## config.mk

```make
export PLATFORM = sky130hd
export DESIGN_NAME = decode_stage
export DESIGN_NICKNAME = d
export VERILOG_FILES = /design/src/rtl/decode_stage.sv
export SDC_FILE = /design/constraint.sdc
export NUM_CORES = 1
export LEC_CHECK = 0
export CORE_AREA = 2 2 120 151
export CTS_CLUSTER_DIAMETER = 120
export DETAILED_ROUTE_END_ITERATION = 16
export DIE_AREA = 0 0 122 153
export GPL_TIMING_DRIVEN = 1
export MAX_ROUTING_LAYER = met4
export PLACE_DENSITY = 0.82
export SLEW_MARGIN = 30
export SYNTH_ARGS = -nofsm -noshare
export SYNTH_HDL_FRONTEND = slang
export SYNTH_SLANG_ARGS = --single-unit
```

## constraint.sdc

```tcl
create_clock -name clk -period 1.6 [get_ports clk]
set_clock_uncertainty 0.15 [all_clocks]
set_input_delay 0.16 -clock clk [delete_from_list [all_inputs] [get_ports clk]]
set_output_delay 0.16 -clock clk [all_outputs]
set_load 0.01 [all_outputs]
```

## src/rtl/decode_stage.sv

```systemverilog
// Purpose : ID stage - decodes one 16-bit instr, reads the 8x16 register file (with
//           writeback bypass) and registers operands + controls into the ID/EX latch.
// Latency : 1 cycle, instr presented before edge N appears on all outputs after edge N.
// Backpr. : stallOut (combinational) asks fetch to hold instr on a load-use hazard;
//           a bubble is loaded instead and the held instr decodes on a later edge.
// Ports   : clk, rst (sync, active-high) | instr/instrValid from fetch | flush kills decode
//           wbEn/wbReg/wbData writeback | readData1/2, instant, aluSrc, aluOp, regWrite,
//           memRead, memWrite, memToReg, branch, destReg, validOut to EX | stallOut to fetch
module decode_stage (
  input  logic        clk,
  input  logic        rst,
  input  logic [15:0] instr,
  input  logic        instrValid,
  input  logic        flush,
  input  logic        wbEn,
  input  logic [2:0]  wbReg,
  input  logic [15:0] wbData,
  output logic [15:0] readData1,
  output logic [15:0] readData2,
  output logic [15:0] instant,
  output logic        aluSrc,
  output logic [2:0]  aluOp,
  output logic        regWrite,
  output logic        memRead,
  output logic        memWrite,
  output logic        memToReg,
  output logic        branch,
  output logic [2:0]  destReg,
  output logic        validOut,
  output logic        stallOut
);

  localparam logic [3:0] OP_RTYPE = 4'h0;
  localparam logic [3:0] OP_ADDI  = 4'h1;
  localparam logic [3:0] OP_ANDI  = 4'h2;
  localparam logic [3:0] OP_ORI   = 4'h3;
  localparam logic [3:0] OP_LW    = 4'h4;
  localparam logic [3:0] OP_SW    = 4'h5;
  localparam logic [3:0] OP_BEQ   = 4'h6;

  logic [3:0]  opcode;
  logic [2:0]  rs;
  logic [2:0]  rt;
  logic [15:0] immExt;

  assign opcode = instr[15:12];
  assign rs     = instr[11:9];
  assign rt     = instr[8:6];
  // R-type funct lives in imm[3:0], so it rides through to EX inside instant.
  assign immExt = {{10{instr[5]}}, instr[5:0]};

  // Register file; entry 0 is never written so it always reads back 0.
  logic [15:0] regFile [8];
  logic        wbLive;
  logic [15:0] rsData;
  logic [15:0] rtData;

  assign wbLive = wbEn && (wbReg != 3'd0);

  // Same-cycle writeback is forwarded so decode never waits on the register file.
  always_comb begin
    rsData = regFile[rs];
    rtData = regFile[rt];
    if (wbLive && (wbReg == rs)) rsData = wbData;
    if (wbLive && (wbReg == rt)) rtData = wbData;
  end

  // Decode table
  logic       dRegWrite;
  logic       dMemRead;
  logic       dMemWrite;
  logic       dMemToReg;
  logic       dBranch;
  logic       dAluSrc;
  logic [2:0] dAluOp;
  logic [2:0] dDest;
  logic       usesRt;

  always_comb begin
    dRegWrite = 1'b0;
    dMemRead  = 1'b0;
    dMemWrite = 1'b0;
    dMemToReg = 1'b0;
    dBranch   = 1'b0;
    dAluSrc   = 1'b0;
    dAluOp    = 3'b000;
    dDest     = 3'd0;
    usesRt    = 1'b0;
    case (opcode)
      OP_RTYPE: begin
        dAluOp    = 3'b010;
        dDest     = rs;
        dRegWrite = 1'b1;
        usesRt    = 1'b1;
      end
      OP_ADDI: begin
        dAluSrc   = 1'b1;
        dDest     = rt;
        dRegWrite = 1'b1;
      end
      OP_ANDI: begin
        dAluOp    = 3'b011;
        dAluSrc   = 1'b1;
        dDest     = rt;
        dRegWrite = 1'b1;
      end
      OP_ORI: begin
        dAluOp    = 3'b100;
        dAluSrc   = 1'b1;
        dDest     = rt;
        dRegWrite = 1'b1;
      end
      OP_LW: begin
        dAluSrc   = 1'b1;
        dDest     = rt;
        dRegWrite = 1'b1;
        dMemRead  = 1'b1;
        dMemToReg = 1'b1;
      end
      OP_SW: begin
        dAluSrc   = 1'b1;
        dMemWrite = 1'b1;
        usesRt    = 1'b1;
      end
      OP_BEQ: begin
        dAluOp    = 3'b001;
        dBranch   = 1'b1;
        usesRt    = 1'b1;
      end
      default: ;
    endcase
  end

  // Load-use: the load sitting in ID/EX cannot forward its data in time, so
  // any consumer of its destination waits one cycle. Flush overrides the stall.
  logic hazard;
  logic bubble;

  assign hazard   = validOut && memRead && (destReg != 3'd0) &&
                    ((destReg == rs) || (usesRt && (destReg == rt)));
  assign stallOut = instrValid && !flush && hazard;
  assign bubble   = flush || !instrValid || hazard;

  always_ff @(posedge clk) begin
    if (rst) begin
      for (int i = 0; i < 8; i++) regFile[i] <= 16'h0000;
    end else if (wbLive) begin
      regFile[wbReg] <= wbData;
    end
  end

  always_ff @(posedge clk) begin
    if (rst || bubble) begin
      validOut  <= 1'b0;
      regWrite  <= 1'b0;
      memRead   <= 1'b0;
      memWrite  <= 1'b0;
      memToReg  <= 1'b0;
      branch    <= 1'b0;
      aluSrc    <= 1'b0;
      aluOp     <= 3'b000;
      destReg   <= 3'd0;
      readData1 <= 16'h0000;
      readData2 <= 16'h0000;
      instant   <= 16'h0000;
    end else begin
      validOut  <= 1'b1;
      regWrite  <= dRegWrite;
      memRead   <= dMemRead;
      memWrite  <= dMemWrite;
      memToReg  <= dMemToReg;
      branch    <= dBranch;
      aluSrc    <= dAluSrc;
      aluOp     <= dAluOp;
      destReg   <= dDest;
      readData1 <= rsData;
      readData2 <= rtData;
      instant   <= immExt;
    end
  end

endmodule
```

## Word-level counts from Yosys, hierarchy flattened

Memories as Yosys holds them, arrays and structs flattened. A register that Yosys moved wholly into a read port is not among the register bits.
Cells that the tools add are included.

| storage, ports and cells | value |
|---|---|
| bits in registers | 18 |
| memory bits (writable) | 128 |
| bits of input ports | 40 |
| output and inout port bits | 62 |
| word-level logic and storage cells | 56 |
| memories kept | 1 |

| cells by class | value |
|---|---|
| eq/ne operators | 8 |
| mux-type cells | 17 |
| reductions and logical operators | 21 |

Memory list:

| memory | depth | bits a word | read ports | clocked after memory_dff | write ports | RTL line | RTL |
|---|---|---|---|---|---|---|---|
| regFile | 8 | 16 | 2 | 2 | 8 | 53 | `logic [15:0] regFile [8];` |

Operator list:

| kind | count |
|---|---|
| 16-bit two-way mux | 1 |
| 16-bit OR reduction | 1 |
| 1-bit two-way mux | 13 |
| 4-bit by 3-bit == test with 1-bit output (second input constant) | 3 |
| 3-bit case mux with 4 select lines | 1 |
| 5-bit OR reduction | 2 |
| 4-bit by 2-bit == test with 1-bit output (second input constant) | 2 |
| 1-bit logical AND | 7 |
| 3-bit == test | 2 |
| 3-bit case mux with 2 select lines | 1 |
| 3-bit nonzero test | 2 |
| 4-bit by 1-bit == test with 1-bit output (second input constant) | 1 |
| 4-bit logical NOT | 1 |
| 1-bit logical OR | 4 |
| 4-bit OR reduction | 1 |
| 3-bit two-way mux | 1 |
| 3-bit OR reduction | 1 |
| 1-bit logical NOT | 2 |

## Longest topological paths before layout

Gate-level depths: netlist of the first run.

| logic depth | value |
|---|---|
| depth in word-level cells | 9 |
| gate-level depth with buffers | 7 |
| mapped depth without buffers | 5 |

## Least setup slack after synthesis of the first run

Ideal clock, no wire load.

| timing | value |
|---|---|
| path kind | reg-to-output |
| from | reg destReg[2] |
| to | out stallOut |
| arrival time | 1588 ps |
| data required time | 1290 ps |
| path slack | -298 ps |
| stages on the path, launching flop included | 5 |
| path buffers | 0 |
| path through | dfxtp_1 > xor2_1 > nor4_2 > nand2_1 > a2111oi_0 |

| between the ends | value |
|---|---|
| longest elaborated chain between the ends | 5 |
| elaborated cells between the ends (all ways) | 8 |
| those cells by class | 2 x eq/ne; 6 x reduce/logical |

Ends and longest elaborated chain:

| what | RTL line | RTL |
|---|---|---|
| start: declaration | 28 | `output logic [2:0] destReg,` |
| start signal: assignment | 175 | `destReg <= dDest;` |
| 3-bit == test | 140 | `((destReg == rs) \|\| (usesRt && (destReg == rt)));` |
| 1-bit logical AND | 140 |  |
| 1-bit logical OR | 140 |  |
| 1-bit logical AND * | 139 | `assign hazard = validOut && memRead && (destReg != 3'd0) &&` |
| 1-bit logical AND * | 141 | `assign stallOut = instrValid && !flush && hazard;` |
| end: declaration | 30 | `output logic stallOut` |

Every way passes the cells marked *; elsewhere a longest branch is shown, timed or not.

## Worst setup path after layout of the first run

| timing | value |
|---|---|
| from | reg destReg[1] |
| to | out stallOut |

The elaborated chain is that of the path after synthesis.

==> summary.txt, run 1 <==
Global route
  • Vias in the first global route: 6,114
  • Tot GR Track Use: 26.11%
  • First-pass GRT wire length: 34,400 um
  • Largest net degree at the start of global routing: 36
  • Initial antenna violation count: 0
  • GRT Residual Overflow: 0

STA
  • PnR worst setup slack: -555.3 ps
  • Final hold vios: 0
  • Worst hold margin: 115.9 ps
  • Tmin final: 2155 ps
  • Final setup fails: 80
  • Final slew viol count: 0
  • Fmax: 0.4640 GHz
  • RSZ-0062 raised after global routing: true
  • Final Cycle Share: 134.7%

Floorplanning
  • I/O pins: 102
  • Starting Density: 49.99%
  • Core Box Area: 17,230 sq um
  • Rows: 54
  • Die height: 153 um
  • Die area: 18,670 sq um
  • Die X: 122 um

Cells and area
  • Finished Layout Cells: 995
  • Layout cells sized above 1: 27.89%
  • Ant diodes: 0
  • Fin nets: 798
  • Area Growth Syn to Fin: 30.51%
  • Fill cells: 1,125

Synth
  • Flops & latches, synth: 178
  • Main combinational cell family by area after synthesis: multiplexers
  • Synth Area in Adders: 0%
  • Simple-Gate Fraction of Synth Area: 12.97%
  • XOR/XNOR share of the synthesized area: 1.322%
  • Syn. warnings: 0
  • Mapped Cells: 597
  • Post-Syn Area: 8612 sq um
  • Mux contribution to synthesized area: 20.46%
  • Synth Area in Compound Gates: 4.271%
  • Sequential fraction of the synthesis area: 56.25%
  • Distinct cells, synth: 34
  • Mean cell area of the mapped netlist: 14.43 sq um

Outcome
  • Failing checks: negative setup slack
  • Status: finished, violations left

Placement
  • Placed cells: 951
  • Gpl congestion: 0.8011
  • Post-DP HPWL: 14,210 um
  • DP Worst Slack: -821.4 ps
  • Port Buf Inserts: 101

Detailed routing
  • Vias per cell: 5.947
  • ANT nets after route: 0
  • DRC viols: 0
  • Drt total wl: 23,870 um
  • 1st-pass router iterations: 5
  • Routed length per instance: 23.99 um
  • Starting DRC count in detailed routing: 702
  • Vias post-DR: 5,917

Clocking
  • Clk root buf: clkbuf_16
  • Number of clock sinks: 178
  • Clk buf depth: 2
  • Num CTS Buffers: 17
  • Worst-path clk slew: 70 ps
  • H-tree depth: 4
  • Clk_lat worst skew: 430 ps
  • CTS tree: yes

Critical path
  • Worst Path Class, Setup: flip-flop to primary output
  • CP max FO: 3
  • CP Data Arrival Time: 1850 ps
  • CP startpoint kind: flip-flop
  • CP Capture Type: primary output
  • Critical R2R Launch: destReg[1]
  • Worst Path Required: 1290 ps
  • RR Endpoint: aluOp[0]
  • FF-to-FF path depth: 8
  • Reg2reg setup slack: -510 ps

Power
  • Power density over cell area: 983.4 nW/um^2
  • Peak supply drop: 0.8165 mV
  • Total power: 11.05 mW
  • LEAKAGE: 4.705 nW

Hold path
  • Hold depth: 3
  • WHS Endpoint: instant[2]
  • Hold Startpoint: instr[2]
  • Hold Path Class: input pin to flip-flop

Run
  • MaxCap Viol Count: 0
[area by class of cell]
type | instances | area, sq um | share of cell area, %
sequential | 178 | 4857 | 43.22
multi-input combinational | 367 | 3555 | 31.63
timing repair buffer | 185 | 1932 | 17.19
clock buffer | 17 | 425.4 | 3.785
tap | 224 | 280.3 | 2.494
clock inverter | 15 | 156.4 | 1.392
inverter | 9 | 33.78 | 0.3006
[layer usage]
layer / GRT usage [%] / up-vias / routed length (um) / share of wire [%]
met5: - / - / 0 / 0
met2: 44.37 / 332 / 12690 / 53
li1: - / 2538 / - / -
met3: 4.254 / 79 / 1869 / 7.8
met4: 13.57 / 0 / 1140 / 4.8
met1: 29.36 / 2968 / 8175 / 34
[worst max-delay path, cell delays in order, from the launching register on]
cell and delay, ps:
dfxtp_2 350, xor2_1 150, nor4_2 250, nand2_1 160, a2111oi_4 310, buf_2 180
[what timing repair did]
item	4_1_cts	5_1_grt
buffers inserted	5	5
pin swaps	5	5
hold endpoints to repair	0	0
cloned	3	0
setup endpoints to repair	85	146
resized for setup	58	42
hold buffers	0	0
[cell usage after synthesis]
cell type,count,area (sq um)
nor2_1,40,150.1
buf_4,23,172.7
buf_2,16,80.08
a2111oi_0,1,8.760
a31oi_4,1,21.27
xnor2_1,9,78.83
o311ai_0,1,8.760
a31oi_1,3,18.77
xor2_1,4,35.03
buf_1,1,3.750
nand2_1,7,26.28
and2_1,113,706.9
nor4_1,3,18.77
mux2i_1,32,320.3
a21oi_1,3,15.01
nor3_1,12,60.06
nand4_1,2,12.51
mux4_2,64,1441
nor3b_1,1,7.510
inv_1,9,33.78
clkbuf_1,12,45.04
o21ai_0,4,20.02
or2_2,7,43.79
a2111oi_4,1,27.53
nand3b_1,1,7.510
dfxtp_1,50,1001
conb_1,1,3.750
a211oi_1,33,247.7
nand3_1,2,10.01
nor4_2,2,25.02
nand2b_1,3,18.77
nor4b_2,2,30.03
edfxtp_1,128,3844
buf_6,6,67.56
[stage by stage]
stage	setup TNS (ps)	area, sq um	utilization, %
after floorplan	-384.4	8717	-
after global placement	-103220	10290	59.75
after detailed placement	-108670	10290	59.75
after CTS	-20080	11050	64.15
after global routing	-27150	11240	65.24
final	-22970	11240	65.24
[where the power goes]
group	leakage [nW]	total (mW)	switching (mW)	internal, mW
combinational	2.78	1.54	0.712	0.823
sequential	1.64	5.39	0.157	5.23
clock	0.279	4.13	1.82	2.31
[logic make-up after synthesis]
logic type,after synthesis
flip-flops,178
AO/OA/AOI/OAI,47
buffers and inverters,67
other,1
multiplexers,96
AND/OR/NAND/NOR,195
XOR/XNOR,13
[state kept, by name, indices dropped and copies added (netlist names)]
signal     flops
regWrite       1
memWrite       1
readData1     16
aluSrc         1
validOut       1
branch         1
memToReg       1
readData2     16
instant        6
destReg        3
regFile      128
aluOp          3
[how the worst max path moves through the flow]
stage | from | end | slack, ps | depth (start not counted)
after floorplan | destReg[2] | stallOut | -50 | 4
final | destReg[1] | stallOut | -560 | 5
after global routing | destReg[1] | stallOut | -650 | 5
after detailed placement | instr[8] | stallOut | -820 | 6
after CTS | destReg[1] | stallOut | -510 | 5
after global placement | instr[8] | stallOut | -820 | 6
[cell usage in the layout, fill, tap and decap left out, types with 4 or more instances in the layout]
cell type	synthesis	final
o21ai_0	4	4
a211oi_1	33	32
buf_4	23	57
dfxtp_1	50	44
clkdlybuf4s50_1	0	39
edfxtp_1	128	128
buf_6	6	9
nand2_1	7	6
clkbuf_16	0	17
conb_1	1	16
buf_12	0	12
and2_1	113	112
nor2_1	40	40
xnor2_1	9	8
mux2i_1	32	32
or2_4	0	5
dlygate4sd2_1	0	33
nor3_1	12	10
dfxtp_2	0	4
dlymetal6s2s_1	0	26
mux4_2	64	64
inv_1	9	9
Power figures use the tool's default switching activity.
==> inputs of run 2 (changes only) <==
--- a/config.mk
+++ b/config.mk
@@ -5,13 +5,14 @@
 export SDC_FILE = /design/constraint.sdc
 export NUM_CORES = 1
 export LEC_CHECK = 0
-export CORE_AREA = 2 2 120 151
+export ABC_AREA = 1
+export CORE_AREA = 2 2 124 156
 export CTS_CLUSTER_DIAMETER = 120
 export DETAILED_ROUTE_END_ITERATION = 16
-export DIE_AREA = 0 0 122 153
+export DIE_AREA = 0 0 126 158
 export GPL_TIMING_DRIVEN = 1
 export MAX_ROUTING_LAYER = met4
-export PLACE_DENSITY = 0.82
+export PLACE_DENSITY = 0.76
 export SLEW_MARGIN = 30
 export SYNTH_ARGS = -nofsm -noshare
 export SYNTH_HDL_FRONTEND = slang
==> summary.txt, run 2 <==
Synth
  • Sequential fraction of the synthesis area: 51.67%
  • Main synth FF type: edfxtp_1
  • Top-area cell type share of the netlist area: 41.00%
  • Synth area leaders: edfxtp_1, nand2_1, dfxtp_1, nand3_1, nor2_1
  • Synth top cells by count: nand2_1, nor2_1, nand3_1
  • Flops & latches, synth: 178
  • Count leader, synth: nand2_1
  • Syn. warnings: 0
  • Number of synthesized flops with an enable pin: 128
  • Mapped Cells: 1,218
  • Mean cell area of the mapped netlist: 7.697 sq um
  • Synth area leader: edfxtp_1
  • Post-Syn Area: 9375 sq um
  • Distinct cells, synth: 29
  • Async S/R FF share, synth: 0%

Cells and area
  • Final core utilization: 64.40%
  • Most frequent cells in the layout: nand2_1, nor2_1, nand3_1
  • Max reg flops: 128
  • Commonest non-fill, non-tap cell in the layout: nand2_1
  • Biggest regs: regFile: 128 flops, readData1: 16 flops, readData2: 16 flops
  • Fin nets: 1,403
  • Layout cells sized above 1: 12.43%
  • Top reg by flops: regFile
  • Area Growth Syn to Fin: 27.07%
  • Ant diodes: 0

Critical path
  • Buf+Inv Stages, Crit Path: 3
  • FF-to-FF path depth: 11
  • CP max FO: 5
  • Reg2reg setup slack: -10 ps
  • CP startpoint kind: input pin
  • Critical path cell sequence: clkdlybuf4s50_1 -> inv_1 -> nor2_1 -> nand2_1 -> nand3_1 -> nand2_1 -> nand2_1 -> nand2_1 -> nor2_1 -> buf_2
  • Critical R2R Launch: destReg[2]
  • Worst Path Class, Setup: input pin to primary output
  • CP Data Arrival Time: 1550 ps
  • CP max stage cell: clkdlybuf4s50_1
  • RR Endpoint: readData1[4]
  • CP Capture Type: primary output
  • Worst Path Required: 1290 ps
  • CP delay by family, top: buffers and inverters
  • Crit-path most repeated cell: nand2_1
  • Slowest Stage Delay on Critical Path: 560 ps

Clocking
  • Num CTS Buffers: 17
  • Number of clock sinks: 178
  • CTS tree: yes
  • Worst-path clk slew: 60 ps
  • H-tree depth: 4
  • Clk root buf: clkbuf_16
  • Clk buf depth: 2
  • Clk_lat worst skew: 430 ps

Floorplanning
  • Die X: 126 um
  • I/O pins: 102
  • Starting Density: 50.68%
  • Core Box Area: 18,500 sq um
  • Rows: 56
  • Die area: 19,910 sq um
  • Die height: 158 um

Power
  • LEAKAGE: 6.143 nW
  • Peak supply drop: 0.7614 mV
  • Power density over cell area: 946.4 nW/um^2

STA
  • RSZ-0062 raised after global routing: true
  • Fmax: 0.5385 GHz
  • PnR worst setup slack: -256.9 ps
  • Final setup fails: 43
  • Worst hold margin: -4.300 ps
  • Final Cycle Share: 116.1%
  • Final hold vios: 1
  • Tmin final: 1857 ps
  • Setup_tns: -1282 ps
  • Final slew viol count: 0

Global route
  • GRT Residual Overflow: 0
  • First-pass GRT wire length: 42,150 um
  • Largest net degree at the start of global routing: 48
  • Vias in the first global route: 8,113
  • Initial antenna violation count: 0
  • Tot GR Track Use: 28.33%

Hold path
  • WHS Endpoint: aluOp[1]
  • Hold Startpoint: instr[12]
  • Hold depth: 4
  • Hold Path Class: input pin to flip-flop

Detailed routing
  • DRC viols: 0
  • Vias post-DR: 8,814
  • Drt total wl: 28,110 um
  • ANT nets after route: 0
  • Vias per cell: 5.481
  • Starting DRC count in detailed routing: 1,152
  • Routed length per instance: 17.48 um
  • 1st-pass router iterations: 8

Placement
  • DP Worst Slack: -617.4 ps
  • Gpl congestion: 0.9198
  • Post-DP HPWL: 18,450 um
  • Port Buf Inserts: 101

Outcome
  • Failing checks: negative hold slack, negative setup slack
  • Status: finished, violations left

Run
  • MaxCap Viol Count: 0
run 2: how the worst max path moves through the flow:
stage,to,cells after the start,start
after detailed placement,stallOut,10,instr[14]
final,stallOut,10,instr[13]
after global routing,stallOut,10,instr[13]
after global placement,stallOut,10,instr[14]
after CTS,stallOut,10,destReg[2]
after floorplan,regFile[2][0],10,rst
run 2: worst min-delay path: stages:
cell,delay [ps]
dlymetal6s2s_1,170
inv_1,80
nand2_1,80
nor2_1,40
run 2: cells by family (layout without fill, tap and decap cells):
kind of cell / after synthesis / after routing / synth area share [%]
XOR/XNOR: 6 / 6 / 0.6407
flip-flops: 178 / 178 / 51.67
AND/OR/NAND/NOR: 791 / 791 / 35.53
buffers and inverters: 209 / 352 / 10.17
AO/OA/AOI/OAI: 33 / 33 / 1.949
other: 1 / 16 / 0.04000
run 2: what timing repair did:
action                                  in CTS  in global routing
pin swaps                                    0                  1
gates cloned                                 0                  1
endpoints found under the setup margin      47                 92
hold endpoints to repair                     0                  1
setup buffers                                0                  0
hold buffers                                 0                  1
resized for setup                           37                 40
run 2: area by class of cell:
type	instances	area [sq um]
Sequential cell	178	4855
Multi-Input combinational cell	846	3685
Timing Repair Buffer	189	1978
Fill cell	1493	6585
Clock inverter	14	173.9
Clock buffer	18	429.2
Inverter	131	501.7
Tap cell	232	290.3
run 2: stage by stage:
step	cell area [sq um]	cells	power, mW	hold WS, ps
6_report	11910	1608	11.27	-4.300
5_1_grt	11910	1608	11.66	28.69
4_1_cts	11790	1606	11.26	96.86
3_5_place_dp	11210	1574	7.065	539.8
3_3_place_gp	11210	1574	7.029	539.1
2_1_floorplan	9469	1233	6.346	122.2
run 2: where the power goes:
part	total, mW	leakage [nW]	internal, mW	switching (mW)
clock	4.27	0.290	2.36	1.91
combinational	1.72	4.22	0.646	1.07
sequential	5.29	1.64	5.19	0.101
total	11.3	6.14	8.20	3.08
run 2: routing by layer:
| metal | GRT usage [%] | vias up | routed length (um) |
|---|---|---|---|
| li1 | - | 4100 | - |
| met1 | 33.14 | 4052 | 10080 |
| met2 | 47.54 | 551 | 13710 |
| met3 | 4.258 | 111 | 2929 |
| met4 | 14.81 | 0 | 1388 |
| met5 | - | - | 0 |
